$ cat config.mk
export PLATFORM = sky130hd
export DESIGN_NAME = imm_encoder_flat
export DESIGN_NICKNAME = d
export VERILOG_FILES = /design/src/rtl/imm_encoder_if.sv /design/src/rtl/imm_encoder.sv /design/src/flat_wrapper.sv
export SDC_FILE = /design/constraint.sdc
export NUM_CORES = 1
export LEC_CHECK = 0
export ABC_AREA = 1
export BUFFER_PORTS_ARGS = -buffer_cell sky130_fd_sc_hd__buf_2
export CAP_MARGIN = 0
export CORE_UTILIZATION = 58
export CTS_BUF_LIST = sky130_fd_sc_hd__clkbuf_8
export DETAILED_ROUTE_END_ITERATION = 10
export PLACE_DENSITY_LB_ADDON = 0.08
export SETUP_SLACK_MARGIN = 0.15
export SYNTH_ARGS = -nofsm -noshare
export SYNTH_HDL_FRONTEND = slang
export SYNTH_SLANG_ARGS = --single-unit
$ cat constraint.sdc
create_clock -name clk -period 3.65 [get_ports clk]
set_input_delay 0.1825 -clock clk [delete_from_list [all_inputs] [get_ports clk]]
set_output_delay 0.1825 -clock clk [all_outputs]
set_load 0.01 [all_outputs]
$ cat src/rtl/imm_encoder_if.sv
// Stream bundle for the immediate encoder: request side (in_*) and encoded-word side (out_*).
interface imm_encoder_if;
    logic        in_valid;
    logic        in_ready;
    logic [2:0]  imm_sel;
    logic [31:0] imm;
    logic [31:0] base;
    logic        out_valid;
    logic        out_ready;
    logic [31:0] out_inst;
    logic        out_err;

    modport master (
        output in_valid, imm_sel, imm, base, out_ready,
        input  in_ready, out_valid, out_inst, out_err
    );

    modport slave (
        input  in_valid, imm_sel, imm, base, out_ready,
        output in_ready, out_valid, out_inst, out_err
    );
endinterface

$ cat src/rtl/imm_encoder.sv
// Packs an immediate into the RISC-V field positions of a template instruction,
// with one capture stage, a small output FIFO and handshake statistics.
module imm_encoder #(
    parameter int DEPTH = 2,
    parameter int CNT_W = 16
) (
    input  logic             clk,
    input  logic             reset,
    imm_encoder_if.slave     bus,
    output logic [CNT_W-1:0] enc_count,
    output logic [CNT_W-1:0] err_count
);

    localparam int AW = (DEPTH > 1) ? $clog2(DEPTH) : 1;
    localparam logic [AW:0] DEPTH_C = (AW + 1)'(DEPTH);

    localparam logic [2:0] SEL_S     = 3'd0;
    localparam logic [2:0] SEL_B     = 3'd1;
    localparam logic [2:0] SEL_U     = 3'd2;
    localparam logic [2:0] SEL_J     = 3'd3;
    localparam logic [2:0] SEL_I     = 3'd4;
    localparam logic [2:0] SEL_ISTAR = 3'd5;
    localparam logic [2:0] SEL_CSR   = 3'd6;

    logic        s1_valid;
    logic [2:0]  s1_sel;
    logic [31:0] s1_imm;
    logic [31:0] s1_base;

    logic [31:0] pack_inst;
    logic        pack_err;

    logic [32:0] mem [DEPTH];
    logic [AW-1:0] wr_ptr, rd_ptr;
    logic [AW:0]   count;
    logic          full, empty, push, pop, in_fire;

    assign full    = (count == DEPTH_C);
    assign empty   = (count == '0);
    assign push    = s1_valid && !full;
    assign pop     = !empty && bus.out_ready;
    assign in_fire = bus.in_valid && bus.in_ready;

    // Full is taken before any same-cycle pop, so this never looks at out_ready.
    assign bus.in_ready  = !s1_valid || !full;
    assign bus.out_valid = !empty;
    assign bus.out_inst  = empty ? '0 : mem[rd_ptr][31:0];
    assign bus.out_err   = !empty && mem[rd_ptr][32];

    // NOTE: sequential state uses non-blocking (<=) so every flop samples pre-edge values.
    always_ff @(posedge clk or posedge reset) begin
        if (reset) begin
            s1_valid <= 1'b0;
            s1_sel   <= '0;
            s1_imm   <= '0;
            s1_base  <= '0;
        end else if (in_fire) begin
            s1_valid <= 1'b1;
            s1_sel   <= bus.imm_sel;
            s1_imm   <= bus.imm;
            s1_base  <= bus.base;
        end else if (push) begin
            s1_valid <= 1'b0;
        end
    end

    // NOTE: outputs get a default before the case so no path can infer a latch.
    always_comb begin
        pack_inst = s1_base;
        pack_err  = 1'b0;
        case (s1_sel)
            SEL_I: begin
                pack_inst[31:20] = s1_imm[11:0];
                pack_err = !(&s1_imm[31:11] || ~|s1_imm[31:11]);
            end
            SEL_ISTAR: begin
                pack_inst[24:20] = s1_imm[4:0];
                pack_err = |s1_imm[31:5];
            end
            SEL_S: begin
                pack_inst[31:25] = s1_imm[11:5];
                pack_inst[11:7]  = s1_imm[4:0];
                pack_err = !(&s1_imm[31:11] || ~|s1_imm[31:11]);
            end
            SEL_B: begin
                pack_inst[31]    = s1_imm[12];
                pack_inst[7]     = s1_imm[11];
                pack_inst[30:25] = s1_imm[10:5];
                pack_inst[11:8]  = s1_imm[4:1];
                pack_err = s1_imm[0] || !(&s1_imm[31:12] || ~|s1_imm[31:12]);
            end
            SEL_U: begin
                pack_inst[31:12] = s1_imm[31:12];
                pack_err = |s1_imm[11:0];
            end
            SEL_J: begin
                pack_inst[31]    = s1_imm[20];
                pack_inst[30:21] = s1_imm[10:1];
                pack_inst[20]    = s1_imm[11];
                pack_inst[19:12] = s1_imm[19:12];
                pack_err = s1_imm[0] || !(&s1_imm[31:20] || ~|s1_imm[31:20]);
            end
            SEL_CSR: begin
                pack_inst[19:15] = s1_imm[4:0];
                pack_err = |s1_imm[31:5];
            end
            default: pack_err = 1'b1;
        endcase
    end

    // NOTE: FIFO storage is not reset; the head is masked whenever the FIFO is empty.
    always_ff @(posedge clk) begin
        if (push) mem[wr_ptr] <= {pack_err, pack_inst};
    end

    always_ff @(posedge clk or posedge reset) begin
        if (reset) begin
            wr_ptr <= '0;
            rd_ptr <= '0;
            count  <= '0;
        end else begin
            if (push) wr_ptr <= wr_ptr + AW'(1);
            if (pop)  rd_ptr <= rd_ptr + AW'(1);
            case ({push, pop})
                2'b10:   count <= count + (AW + 1)'(1);
                2'b01:   count <= count - (AW + 1)'(1);
                default: count <= count;
            endcase
        end
    end

    always_ff @(posedge clk or posedge reset) begin
        if (reset) begin
            enc_count <= '0;
            err_count <= '0;
        end else if (pop) begin
            enc_count <= enc_count + CNT_W'(1);
            if (mem[rd_ptr][32]) err_count <= err_count + CNT_W'(1);
        end
    end

endmodule

$ cat src/flat_wrapper.sv
// flat-port wrapper written by rule: the top's interface ports become plain ports
module imm_encoder_flat 
#(
    parameter int DEPTH = 2,
    parameter int CNT_W = 16
)
  (clk, reset, enc_count, err_count, bus_in_valid, bus_imm_sel, bus_imm, bus_base, bus_out_ready, bus_in_ready, bus_out_valid, bus_out_inst, bus_out_err);
  imm_encoder_if bus_i ();
  input  logic clk;
  input  logic reset;
  output logic [CNT_W-1:0] enc_count;
  output logic [CNT_W-1:0] err_count;
  input wire logic [$bits(bus_i.in_valid)-1:0] bus_in_valid;
  input wire logic [$bits(bus_i.imm_sel)-1:0] bus_imm_sel;
  input wire logic [$bits(bus_i.imm)-1:0] bus_imm;
  input wire logic [$bits(bus_i.base)-1:0] bus_base;
  input wire logic [$bits(bus_i.out_ready)-1:0] bus_out_ready;
  output wire logic [$bits(bus_i.in_ready)-1:0] bus_in_ready;
  output wire logic [$bits(bus_i.out_valid)-1:0] bus_out_valid;
  output wire logic [$bits(bus_i.out_inst)-1:0] bus_out_inst;
  output wire logic [$bits(bus_i.out_err)-1:0] bus_out_err;
  assign bus_i.in_valid = bus_in_valid;
  assign bus_i.imm_sel = bus_imm_sel;
  assign bus_i.imm = bus_imm;
  assign bus_i.base = bus_base;
  assign bus_i.out_ready = bus_out_ready;
  assign bus_in_ready = bus_i.in_ready;
  assign bus_out_valid = bus_i.out_valid;
  assign bus_out_inst = bus_i.out_inst;
  assign bus_out_err = bus_i.out_err;
  imm_encoder #(.DEPTH(DEPTH), .CNT_W(CNT_W)) u_core (.clk(clk), .reset(reset), .bus(bus_i), .enc_count(enc_count), .err_count(err_count));
endmodule
==> impl_metrics.tcl <==
set metrics [dict create \
    place_ws_ns 1.52 \
    fin_ws_ns 1.54 \
    drt-pass1-iter-count 5 \
    synth.area.top_cells "dfrtp_1 34%, edfxtp_1 26%, nand2_1 8.5%" \
    path_clk_slew_ns 0.08 \
    grt_pass1_vias 5788 \
    total_leakage_power_uw 0.00433 \
    synth_edf_count 66 \
    grt_pass1_wl_mm 27.8 \
    timing.hold.ws_ns -0.0123 \
    fin_tns_setup_ns 0 \
    cp_data_arrival_time_ns 2.45 \
    ios 138 \
    cts_buffers 17 \
    clockBufferDepth 2 \
    drt_iter0_markers 378 \
    synthFlopType "dfrtp_1" \
    placementRows 41 \
    gr-usage-met2_pct 47.8 \
    critPathLaunchType "flip-flop" \
    worst-r2r-cell-count 6 \
    outcome "finished with violations" \
    clock_latency_ns 0.45 \
    overflow 0 \
    numPortBuffers 137 \
    grt_max_degree 92 \
    synth.distinct_cells 32 \
    violations "negative hold slack" \
    setup_viol 0 \
    synth.avg_cell_area_um2 10.3 \
    cts_max_level 4 \
    vias 5933 \
    viasPerCell 5.28 \
    grt_util_met3_pct 4.67 \
    power.density_nw_per_um2 730 \
    slowest_delay_ns 0.68 \
    detail-route-antenna-nets 0 \
    drv_cap 0 \
    grt-busiest-layer "met2" \
    period_minus_slack_ns 2.11 \
    area_delta_synth_final_pct 24.9 \
    rrSetupSlack_ns 1.54 \
    crit_required_ns 3.99 \
    vdd_drop_max_uv 391 \
    die_y_um 116 \
    critPathMaxFanout 4 \
    grt_use_total_pct 27.6 \
    hold_violations 22 \
    final_max_slew_viol_count 0 \
    yosys_warnings 0 \
    hpwlAfterDp_mm 11.7 \
    fin_nets 1013 \
    yosys.area.top_type "dfrtp_1" \
    use_met1_pct 34.4 \
    skew_ns 0.0127 \
    die-area_um2 13500 \
    wl_per_cell_um 15.5 \
    crit_start "u_core.count[1]" \
    fin_crit_sh_pct 57.7 \
    ys_seq_area_share_pct 60.7 \
    crit_path_cell_trace "inv_1 -> o21ai_0 -> ha_1 -> a21oi_1 -> o21ai_0 -> xor2_1" \
    hold_path_class "primary input to asynchronous set/reset pin" \
    drive_above_1_share_pct 24.5 \
    drc_errors 0 \
    rsz0062_at_grt "false" \
    synthCells 733 \
    num_antenna_cells 0 \
    cp_common_cell "o21ai_0" \
    cp-endpoint "u_core.count[1]" \
    clockRootBuffer "clkbuf_8" \
    die_x_um 116 \
    r2r_end "u_core.count[1]" \
    power_uw 6890 \
    place_congestion 0.875 \
    syn_nets 807 \
    cts.repair.resized 0 \
    synth_top_area_share_pct 34.4 \
    netlist_area_um2 7560 \
    cts_tree "built" \
    maxSlewHeadroom_pct 30.2 \
    async_flop_share_pct 61.2 \
    max_freq_ghz 0.474 \
    antenna_found_initial 0 \
    rr_startpoint "u_core.count[1]" \
    cts_sinks 170 \
    endpoint_kind "flip-flop" \
    synth_seq_cells 170 \
    slowest_stage "o21ai_0" \
    worst_pin_slew_ns 1.05 \
    wl_mm 17.4 \
    crit_type "flip-flop to flip-flop" \
    core_region_area_um2 12700 \
    start_util_pct 59.6 \
]
[flip-flops by register name, indices dropped and copies added, names as in the netlist]
name	cells
u_core.count	2
u_core.enc_count	16
u_core.err_count	16
u_core.mem	66
u_core.rd_ptr	1
u_core.s1_base	32
u_core.s1_imm	32
u_core.s1_sel	3
u_core.s1_valid	1
u_core.wr_ptr	1
[metrics by stage]
| step | hold slack [ns] | util [%] | area [um2] | instances |
|---|---|---|---|---|
| floorplan | 0.314 | - | 7560 | 733 |
| global placement | 0.394 | 66.5 | 8420 | 1026 |
| detailed placement | 0.402 | 66.5 | 8420 | 1026 |
| CTS | 0.00209 | 74.5 | 9440 | 1124 |
| global route | 0.0349 | 74.5 | 9440 | 1124 |
| finish | -0.0123 | 74.5 | 9440 | 1124 |
[final cells by class]
type,count,area [um2]
fill,934,3230
tap,172,215
timing repair buffer,206,1370
inverter,53,206
clock buffer,20,275
sequential,170,4580
clock inverter,12,83.8
multi-input combinational,491,2710
[worst max-delay path, delay by kind of cell, from the launching register on]
| kind | cells | cell delay, ns |
|---|---|---|
| AO/OA/AOI/OAI | 3 | 0.91 |
| buffers and inverters | 1 | 0.10 |
| adder cells (fa/ha/maj) | 1 | 0.39 |
| XOR/XNOR | 1 | 0.16 |
| flip-flops | 1 | 0.44 |
[power by group]
group	internal (uW)	total [uW]	switching, uW
registers	2780	3170	398
clock network	576	1220	639
logic	913	2500	1590
total	4260	6890	2630
[cells in the final DEF (no fill, tap or decap), types with 4 or more instances in the layout]
| cell type | instances |
|---|---|
| a21oi_1 | 73 |
| buf_2 | 137 |
| clkbuf_8 | 20 |
| clkinv_2 | 4 |
| dfrtp_1 | 104 |
| dlygate4sd3_1 | 66 |
| edfxtp_1 | 66 |
| inv_1 | 51 |
| mux2_2 | 41 |
| nand2_1 | 172 |
| nand3_1 | 30 |
| nand4_1 | 5 |
| nor2_1 | 85 |
| nor2_4 | 8 |
| o211ai_1 | 4 |
| o21ai_0 | 10 |
| o221ai_1 | 4 |
| xnor2_1 | 16 |
| xor2_1 | 16 |
[layer usage]
layer	vias up	wire, um
met4	0	405
met5	-	0
li1	2843	-
met1	2868	7200
met3	33	888
met2	189	8950
[repair_timing]
action | in CTS | in global routing
hold buffers | 66 | 0
endpoints found under the setup margin | 0 | 0
setup buffers | 0 | 0
hold endpoints to repair | 66 | 0
[synthesized netlist by cell type (10+ instances only)]
library cell,instances
edfxtp_1,66
dfrtp_1,104
o21ai_0,10
xnor2_1,16
xor2_1,16
a21oi_1,73
inv_1,49
nor2_1,87
mux2_2,41
nand3_1,30
clkbuf_1,11
nand2_1,172
[cells by family (layout without fill, tap and decap cells)]
family	count (synthesis)	count (layout)	synth area share [%]
compound gates	96	96	6.82
xor+xnor	32	32	3.71
fa+ha+maj	3	3	0.497
buf+inv	72	291	3.77
flops	170	170	60.7
mux	44	44	6.56
simple gates	316	316	18.0
[worst min path at each step]
stage	end	slack (ns)	depth (start not counted)
after floorplan	u_core.s1_base[22]	0.31	1
after global placement	u_core.s1_imm[25]	0.39	2
after detailed placement	u_core.s1_imm[25]	0.40	2
after CTS	u_core.s1_imm[3]	0.002	3
after global routing	u_core.s1_imm[3]	0.03	3
final	u_core.err_count[3]	-0.01	2
No activity file was read; power rests on OpenSTA's default activity.
